## config.mk

```make
export PLATFORM = sky130hd
export DESIGN_NAME = cpu_control_fsm
export DESIGN_NICKNAME = d
export VERILOG_FILES = /design/src/rtl/cpu_pkg.sv /design/src/rtl/alu_decoder.sv /design/src/rtl/cpu_control_fsm.sv
export SDC_FILE = /design/constraint.sdc
export NUM_CORES = 1
export LEC_CHECK = 0
export ABC_AREA = 1
export CAP_MARGIN = 25
export CORE_AREA = 10 10 47 49
export CTS_CLUSTER_DIAMETER = 120
export DETAILED_ROUTE_END_ITERATION = 6
export DIE_AREA = 0 0 57 59
export PLACE_DENSITY = 0.8
export SETUP_SLACK_MARGIN = 0.2
export SYNTH_ARGS = -nofsm -noshare
export SYNTH_HDL_FRONTEND = slang
export SYNTH_SLANG_ARGS = --single-unit
```

## constraint.sdc

```tcl
create_clock -name clk -period 2.4 [get_ports clk]
set_input_delay 0.48 -clock clk [delete_from_list [all_inputs] [get_ports clk]]
set_output_delay 0.48 -clock clk [all_outputs]
set_load 0.05 [all_outputs]
```

## src/rtl/cpu_pkg.sv

```systemverilog
// Shared encodings for the multicycle RISC-V control unit: FSM state codes,
// ALUOp / ALUControl codes, datapath mux selects and the supported opcodes.
package cpu_pkg;

    localparam int STATE_W = 4;

    localparam logic [3:0] S_FETCH    = 4'd0;
    localparam logic [3:0] S_DECODE   = 4'd1;
    localparam logic [3:0] S_MEMADR   = 4'd2;
    localparam logic [3:0] S_MEMREAD  = 4'd3;
    localparam logic [3:0] S_MEMWB    = 4'd4;
    localparam logic [3:0] S_MEMWRITE = 4'd5;
    localparam logic [3:0] S_EXECUTER = 4'd6;
    localparam logic [3:0] S_EXECUTEI = 4'd7;
    localparam logic [3:0] S_ALUWB    = 4'd8;
    localparam logic [3:0] S_BEQ      = 4'd9;
    localparam logic [3:0] S_JAL      = 4'd10;

    localparam logic [1:0] ALUOP_ADD   = 2'b00;
    localparam logic [1:0] ALUOP_SUB   = 2'b01;
    localparam logic [1:0] ALUOP_FUNCT = 2'b10;

    localparam logic [2:0] ALU_ADD = 3'b000;
    localparam logic [2:0] ALU_SUB = 3'b001;
    localparam logic [2:0] ALU_AND = 3'b010;
    localparam logic [2:0] ALU_OR  = 3'b011;
    localparam logic [2:0] ALU_SLT = 3'b101;

    localparam logic [1:0] RES_ALUOUT    = 2'b00;
    localparam logic [1:0] RES_DATA      = 2'b01;
    localparam logic [1:0] RES_ALURESULT = 2'b10;

    localparam logic [1:0] SRCA_PC    = 2'b00;
    localparam logic [1:0] SRCA_OLDPC = 2'b01;
    localparam logic [1:0] SRCA_A     = 2'b10;

    localparam logic [1:0] SRCB_WD   = 2'b00;
    localparam logic [1:0] SRCB_IMM  = 2'b01;
    localparam logic [1:0] SRCB_FOUR = 2'b10;

    localparam logic [1:0] IMM_I = 2'b00;
    localparam logic [1:0] IMM_S = 2'b01;
    localparam logic [1:0] IMM_B = 2'b10;
    localparam logic [1:0] IMM_J = 2'b11;

    localparam logic [6:0] OP_LW  = 7'b0000011;
    localparam logic [6:0] OP_SW  = 7'b0100011;
    localparam logic [6:0] OP_R   = 7'b0110011;
    localparam logic [6:0] OP_I   = 7'b0010011;
    localparam logic [6:0] OP_BEQ = 7'b1100011;
    localparam logic [6:0] OP_JAL = 7'b1101111;

    // Immediate format depends only on the opcode; unknown opcodes fall back to I.
    function automatic logic [1:0] imm_src_of(input logic [6:0] op);
        case (op)
            OP_SW:   return IMM_S;
            OP_BEQ:  return IMM_B;
            OP_JAL:  return IMM_J;
            default: return IMM_I;
        endcase
    endfunction

endpackage

```

## src/rtl/alu_decoder.sv

```systemverilog
// Combinational ALU decoder: maps ALUOp, funct3, funct7b5 and op[5] onto the
// three-bit ALUControl code driven into the datapath ALU.
module alu_decoder
    import cpu_pkg::*;
(
    input  logic [1:0] alu_op,
    input  logic [2:0] funct3,
    input  logic       funct7b5,
    input  logic       op5,
    output logic [2:0] alu_control
);

    always_comb begin
        alu_control = ALU_ADD;
        case (alu_op)
            ALUOP_SUB: alu_control = ALU_SUB;
            ALUOP_FUNCT: begin
                case (funct3)
                    // Only R-type with funct7b5 set subtracts; addi never does.
                    3'b000:  alu_control = ({op5, funct7b5} == 2'b11) ? ALU_SUB : ALU_ADD;
                    3'b010:  alu_control = ALU_SLT;
                    3'b110:  alu_control = ALU_OR;
                    3'b111:  alu_control = ALU_AND;
                    default: alu_control = ALU_ADD;
                endcase
            end
            default: alu_control = ALU_ADD;
        endcase
    end

endmodule

```

## src/rtl/cpu_control_fsm.sv

```systemverilog
// Moore control FSM of the multicycle RISC-V CPU plus PCWrite logic.
// Optional performance counters are enabled with `define CPU_CONTROL_PERF_EN.
module cpu_control_fsm
    import cpu_pkg::*;
(
    input  logic        clk,
    input  logic        rst,
    input  logic [6:0]  op,
    input  logic [2:0]  funct3,
    input  logic        funct7b5,
    input  logic        Zero,
    output logic        PCWrite,
    output logic        AdrSrc,
    output logic        MemWrite,
    output logic        IRWrite,
    output logic [1:0]  ResultSrc,
    output logic [1:0]  ALUSrcA,
    output logic [1:0]  ALUSrcB,
    output logic [2:0]  ALUControl,
    output logic [1:0]  ImmSrc,
`ifdef CPU_CONTROL_PERF_EN
    output logic [31:0] CycleCount,
    output logic [31:0] InstrCount,
`endif
    output logic        RegWrite
);

    logic [STATE_W-1:0] state;
    logic [STATE_W-1:0] next_state;
    logic [1:0]         alu_op;
    logic               pc_update;
    logic               branch;

    // NOTE: sequential state uses non-blocking assignments so every register
    // samples pre-edge values, independent of block ordering.
    always_ff @(posedge clk) begin
        if (!rst) state <= S_FETCH;
        else      state <= next_state;
    end

    always_comb begin
        next_state = S_FETCH;
        case (state)
            S_FETCH: next_state = S_DECODE;
            S_DECODE: begin
                case (op)
                    OP_LW, OP_SW: next_state = S_MEMADR;
                    OP_R:         next_state = S_EXECUTER;
                    OP_I:         next_state = S_EXECUTEI;
                    OP_BEQ:       next_state = S_BEQ;
                    OP_JAL:       next_state = S_JAL;
                    default:      next_state = S_FETCH;
                endcase
            end
            S_MEMADR:   next_state = op[5] ? S_MEMWRITE : S_MEMREAD;
            S_MEMREAD:  next_state = S_MEMWB;
            S_EXECUTER: next_state = S_ALUWB;
            S_EXECUTEI: next_state = S_ALUWB;
            S_JAL:      next_state = S_ALUWB;
            default:    next_state = S_FETCH;
        endcase
    end

    // NOTE: every output gets a default before the case, so states that do not
    // mention a signal drive 0 and no latch is inferred.
    always_comb begin
        AdrSrc    = 1'b0;
        MemWrite  = 1'b0;
        IRWrite   = 1'b0;
        ResultSrc = RES_ALUOUT;
        ALUSrcA   = SRCA_PC;
        ALUSrcB   = SRCB_WD;
        alu_op    = ALUOP_ADD;
        RegWrite  = 1'b0;
        pc_update = 1'b0;
        branch    = 1'b0;
        case (state)
            S_FETCH: begin
                IRWrite   = 1'b1;
                ALUSrcB   = SRCB_FOUR;
                ResultSrc = RES_ALURESULT;
                pc_update = 1'b1;
            end
            S_DECODE: begin
                ALUSrcA = SRCA_OLDPC;
                ALUSrcB = SRCB_IMM;
            end
            S_MEMADR, S_EXECUTEI: begin
                ALUSrcA = SRCA_A;
                ALUSrcB = SRCB_IMM;
                alu_op  = (state == S_EXECUTEI) ? ALUOP_FUNCT : ALUOP_ADD;
            end
            S_MEMREAD: AdrSrc = 1'b1;
            S_MEMWB: begin
                ResultSrc = RES_DATA;
                RegWrite  = 1'b1;
            end
            S_MEMWRITE: begin
                AdrSrc   = 1'b1;
                MemWrite = 1'b1;
            end
            S_EXECUTER: begin
                ALUSrcA = SRCA_A;
                alu_op  = ALUOP_FUNCT;
            end
            S_ALUWB: RegWrite = 1'b1;
            S_BEQ: begin
                ALUSrcA = SRCA_A;
                alu_op  = ALUOP_SUB;
                branch  = 1'b1;
            end
            S_JAL: begin
                ALUSrcA   = SRCA_OLDPC;
                ALUSrcB   = SRCB_FOUR;
                pc_update = 1'b1;
            end
            default: ;
        endcase
    end

    assign PCWrite = pc_update | (branch & Zero);
    assign ImmSrc  = imm_src_of(op);

    alu_decoder u_alu_decoder (
        .alu_op      (alu_op),
        .funct3      (funct3),
        .funct7b5    (funct7b5),
        .op5         (op[5]),
        .alu_control (ALUControl)
    );

`ifdef CPU_CONTROL_PERF_EN
    logic retire;

    // Retirement is the last state of each legal instruction; illegal opcodes exit from DECODE.
    assign retire = (state == S_MEMWB) || (state == S_MEMWRITE) ||
                    (state == S_ALUWB) || (state == S_BEQ);

    always_ff @(posedge clk) begin
        if (!rst) begin
            CycleCount <= '0;
            InstrCount <= '0;
        end else begin
            CycleCount <= CycleCount + 32'd1;
            if (retire) InstrCount <= InstrCount + 32'd1;
        end
    end
`endif

endmodule

```

After elaboration in Yosys (flattened, before gate mapping)
Cells that the tools add are included.

Input bits: 14. Register bits: 4. Word-level logic and storage cells: 54.

Multiplexer cells: 18. Equal/unequal tests: 22. Reduce and logical (&&, ||, !) cells: 11. Bitwise logic cells: 2.

Operators by type and width (number): 4-bit one-hot mux with 5 select lines (2); 4-bit by 3-bit == test with 1-bit output, second input constant (4); 7-bit by 6-bit == test with 1-bit output, second input constant (2); 7-bit == test, second input constant (2); 4-bit == test, second input constant (3); 2-bit one-hot mux with 2 select lines (3); 2-bit one-hot mux with 3 select lines (2); 3-bit one-hot mux with 4 select lines (1); 2-bit OR reduction (6); 4-bit by 2-bit == test with 1-bit output, second input constant (2); 7-bit by 2-bit == test with 1-bit output, second input constant (1); 7-bit by 5-bit == test with 1-bit output, second input constant (1); 1-bit two-way mux (7); 3-bit == test, second input constant (2); 3-bit one-hot mux with 2 select lines (1); 3-bit OR reduction (2); 2-bit == test, second input constant (2); 4-bit by 1-bit == test with 1-bit output, second input constant (1); 4-bit zero test (1); 4-bit OR reduction (1); 3-bit by 2-bit == test with 1-bit output, second input constant (1); 3-bit zero test (1); 3-bit two-way mux (1); 2-bit by 1-bit == test with 1-bit output, second input constant (1); other kinds (3) (3).

Logic depth before layout (Yosys ltp)
Gate-level depths: netlist of the first run.

Word-level depth: 5. Mapped depth: 8. Depth with buffers taken out: 8.

Hierarchy
A second synthesis of the first run with hierarchy kept.

Cells, all modules: 92. Area total of the unflattened synthesis: 501.7 µm².

Modules (own cells, without submodules): cpu_control_fsm (cells an instance 75, instances 1, sequential area each 80.1 µm², area an instance 410.4 µm²); alu_decoder (cells an instance 17, instances 1, sequential area each 0.0 µm², area an instance 91.3 µm²).

Least setup slack after synthesis of the first run
No wires, ideal clock.

Kind: register to output. Start point: reg state[1]. End point: out ALUControl[2]. Slack: -0.549 ns. Cell stages (with the launch flop): 9. Arrival: 2.469 ns. Cells stage by stage: dfxtp_1 > inv_2 > nand2_2 > inv_1 > nand2_1 > ha_1 > inv_1 > nand2_1 > nor4_1.

Longest elaborated chain between the ends: 5. Elaborated cells on any way between the ends: 10. Those cells by class: eq/ne: 6; mux: 3; reduce/logical: 1.

RTL lines: start: declaration (RTL line cpu_control_fsm.sv:28) `logic [STATE_W-1:0] state;`; start signal: assignment (RTL line cpu_control_fsm.sv:38) `else state <= next_state;`; 4-bit by 3-bit == test with 1-bit output or 4-bit by 2-bit == test with 1-bit output (tied branches) (RTL line cpu_control_fsm.sv:77, cpu_control_fsm.sv:91); 2-bit OR reduction or 2-bit two-way mux (tied branches); 2-bit one-hot mux with 3 select lines * (RTL line cpu_control_fsm.sv:77) `case (state)`; 2-bit == test or 2-bit by 1-bit == test with 1-bit output (tied branches) (RTL line alu_decoder.sv:15) `case (alu_op)`; 3-bit one-hot mux with 2 select lines * (RTL line alu_decoder.sv:15); end: declaration (RTL line cpu_control_fsm.sv:19) `output logic [2:0] ALUControl,`.

Every way passes the cells marked *; elsewhere a longest branch is shown, timed or not.

Worst setup path in the final report of the first run
Start point: reg state[3]. End point: out ALUControl[2].

Same word-level chain as after synthesis.

==> results of run 1 <==
-- metal layers --
metal	global-route usage, %	wire, um	part of all wire (%)
met5	0	0	0
met4	4.03	17	1.1
met3	3.00	77	4.9
met2	15.2	803	51
met1	9.79	663	42
-- cell families (layout without fill, tap and decap cells) --
group / count (synthesis) / in the layout / synth area share [%]
AO/OA/AOI/OAI: 10 / 10 / 12.7
flip-flops: 4 / 4 / 16.6
adder cells (fa/ha/maj): 2 / 2 / 5.19
buffers and inverters: 23 / 57 / 18.7
AND/OR/NAND/NOR: 50 / 50 / 46.8
-- layout make-up --
class	instances	area, sq um
clock buffers	3	22.5
fillers	139	482
inverters	22	82.6
multi-input cells	62	349
flip-flops and latches	4	85.1
well taps	16	20.0
repair buffers	32	360
-- stage by stage --
stage | utilization (%) | std cells | worst slack (ns) | cell area [sq um] | power [uW]
global route | 65.6 | 139 | 0.145 | 920 | 279
detailed placement | 61.6 | 134 | 0.198 | 863 | 182
global placement | 61.6 | 134 | 0.248 | 863 | 181
finish | 65.6 | 139 | 0.251 | 920 | 263
floorplan | - | 89 | 0.171 | 505 | 132
CTS | 64.2 | 139 | 0.132 | 900 | 268
-- synth_stat cells, drive strengths merged --
master | number | area (sq um)
nand2 | 24 | 97.6
inv | 22 | 82.6
nor2 | 18 | 85.1
nand3 | 6 | 30.0
a21oi | 4 | 23.8
dfxtp | 4 | 80.1
o21ai | 3 | 15.0
ha | 2 | 25.0
a31oi | 1 | 6.26
and3 | 1 | 6.26
buf | 1 | 7.51
nor4 | 1 | 6.26
o211ai | 1 | 7.51
o2bb2ai | 1 | 8.76
-- worst min-delay path by stage --
stage | to | slack (ns) | depth (start not counted)
3_3_place_gp | state[2] | 0.61 | 2
6_report | state[2] | 0.63 | 2
5_1_grt | state[1] | 0.66 | 4
3_5_place_dp | state[2] | 0.64 | 2
2_1_floorplan | state[2] | 0.57 | 2
4_1_cts | state[2] | 0.64 | 2
-- power groups by stage --
| stage | registers, uW | clock network, uW | logic (uW) |
|---|---|---|---|
| 4_1_cts | 70.6 | 87.6 | 110 |
| 6_report | 70.4 | 82.5 | 110 |
| 5_1_grt | 70.5 | 90.4 | 118 |
| 2_1_floorplan | 71.0 | 0 | 61.2 |
| 3_3_place_gp | 71.3 | 0 | 110 |
| 3_5_place_dp | 71.4 | 0 | 111 |
-- critical path, cell delays in order (launching register included) --
cell and delay (ns):
dfxtp_1 0.29, inv_1 0.13, nand2_2 0.12, nor2_4 0.12
ha_1 0.25, inv_2 0.08, nand2_2 0.08, nor4_4 0.19
buf_12 0.18
-- timing repair --
item	in CTS	in global routing
setup buffers	2	0
gates resized for setup	7	7
pin swaps	3	3
gates cloned	0	0
setup endpoints to repair	7	6
-- placed cells by master (no fill, tap or decap), drive strengths merged --
cell,synthesis,final
a21oi,4,4
a31oi,1,1
and3,1,1
buf,1,14
clkbuf,0,3
clkdlybuf4s50,0,12
dfxtp,4,4
dlygate4sd2,0,4
dlymetal6s2s,0,2
ha,2,2
inv,22,22
nand2,24,24
nand3,6,6
nor2,18,18
nor4,1,1
o211ai,1,1
o21ai,3,3
o2bb2ai,1,1
==> results by group, run 1 <==
Power
  – Clk pwr share: 31.3%
  – Pleak: 0.000484 uW
  – Seq pwr share: 26.7%
  – Pwr Density: 286 mW/mm^2
  – Internal power: 169 uW
  – VDD IR max: 0.300 mV
  – Sw Share: a little over a third
  – NetSw: between 90 and 100 uW
  – Gate power share: 41.9%

Clock tree
  – Clk root buf: clkbuf_4
  – Worst-Skew Late Latency: 0.23 ns
  – CTS tree: built
  – Total CTS buffers: 3
  – Clock Sink Count: 4
  – H-Tree Depth: 1
  – Max clock buf depth: 2
  – Cts hold-fix bufs: 0
  – Clock transition at path regs: 0.04 ns

Finish
  – Layout area overhead: 90.9%
  – Max FFs per register: 4
  – Final #Nets: 141
  – Biggest regs: state x4
  – # diodes: 0
  – Reg with most FFs: state
  – Share of cells above drive strength 1: 28.5%

Logic synthesis
  – Sequential element share of the synthesized area: between 10% and 20%
  – Mapped Area: between 400 and 500 sq um
  – Yosys cell types: 20
  – #FFs+latches synth: 4
  – Syn Nets: around 110
  – Syn_area_per_cell: 5.41 sq um
  – Synth Instances: 89
  – Yosys warning count: 0

Worst setup path
  – Worst Setup EP: ALUControl[2]
  – Critical Path RT: 1.92 ns
  – Setup crit start kind: flip-flop
  – Critical Path AT: 1.67 ns
  – R2r endpoint: state[0]
  – Worst setup path category: reg2out
  – Worst Reg2Reg Path Length in Cells: 7
  – Flop-to-flop setup slack: 1.36 ns
  – Max Fanout on Critical Path: 5
  – Crit. End Element: output pin
  – FF-to-FF Start: state[3]
  – CP Launch Point: state[3]

GRT
  – Largest net degree at the start of global routing: 7
  – Initial antenna violation count: 0
  – First-pass GRT wire length: ~2.5 mm
  – Vias in the first global route: 592
  – Overall Global Routing Usage: 8.92%
  – Global route overflow: 0

STA
  – Final Critical Period: 2.15 ns
  – RSZ-0062 raised after global routing: yes
  – Hold Vio Cnt, Final: 0
  – Max Freq: 465 MHz
  – Final period utilization: 89.5%
  – Finish-stage setup viols: 0
  – Final slew viol count: 0
  – Slew HR: 66.0%
  – Worst Max-Slew Pin Slew: approximately 0.5 ns
  – Setup tns final: 0 ns
  – WHS: 0.632 ns
  – Clock skew: approximately 0.0024 ns

Drt
  – DR vias: 653
  – First-pass detailed-route iteration total: 4
  – Residual DRC: 0
  – Drt initial violations: 7
  – Vias per cell: 4.70
  – Drt total wl: 1.56 mm
  – WL/cell: approximately 11 um
  – Routed Antenna Nets: 0

Floorplan
  – Die area: 0.00336 sq mm
  – Initial Util: around 34%
  – Die X: 57 um
  – Core Area: 0.00140 sq mm
  – I/O pins: 30
  – Die Y: 59 um
  – FP Rows: 14

Hold path
  – Hold path startpoint: state[0]
  – Worst hold path type: reg2reg

Placed design
  – GP Congestion: 0.849
  – Post-DP HPWL: 1.32 mm
  – Number of port buffers: 29

Run status
  – Status: finished clean

Flow run
  – Number of max-cap violations: 0
Note: power is estimated with default switching activity, not from simulation.
==> inputs of run 2 (changes only) <==
--- a/config.mk
+++ b/config.mk
@@ -16,3 +16,4 @@
 export SYNTH_ARGS = -nofsm -noshare
 export SYNTH_HDL_FRONTEND = slang
 export SYNTH_SLANG_ARGS = --single-unit
+export TNS_END_PERCENT = 100
==> results of run 2 <==
Final layout, timing and power as in run 1 (identical DEF).
==> inputs of run 3 (changes only) <==
--- a/config.mk
+++ b/config.mk
@@ -13,6 +13,7 @@
 export DIE_AREA = 0 0 57 59
 export PLACE_DENSITY = 0.8
 export SETUP_SLACK_MARGIN = 0.2
+export SLEW_MARGIN = 20
 export SYNTH_ARGS = -nofsm -noshare
 export SYNTH_HDL_FRONTEND = slang
 export SYNTH_SLANG_ARGS = --single-unit
==> results of run 3 <==
Final layout, timing and power as in run 1 (identical DEF).
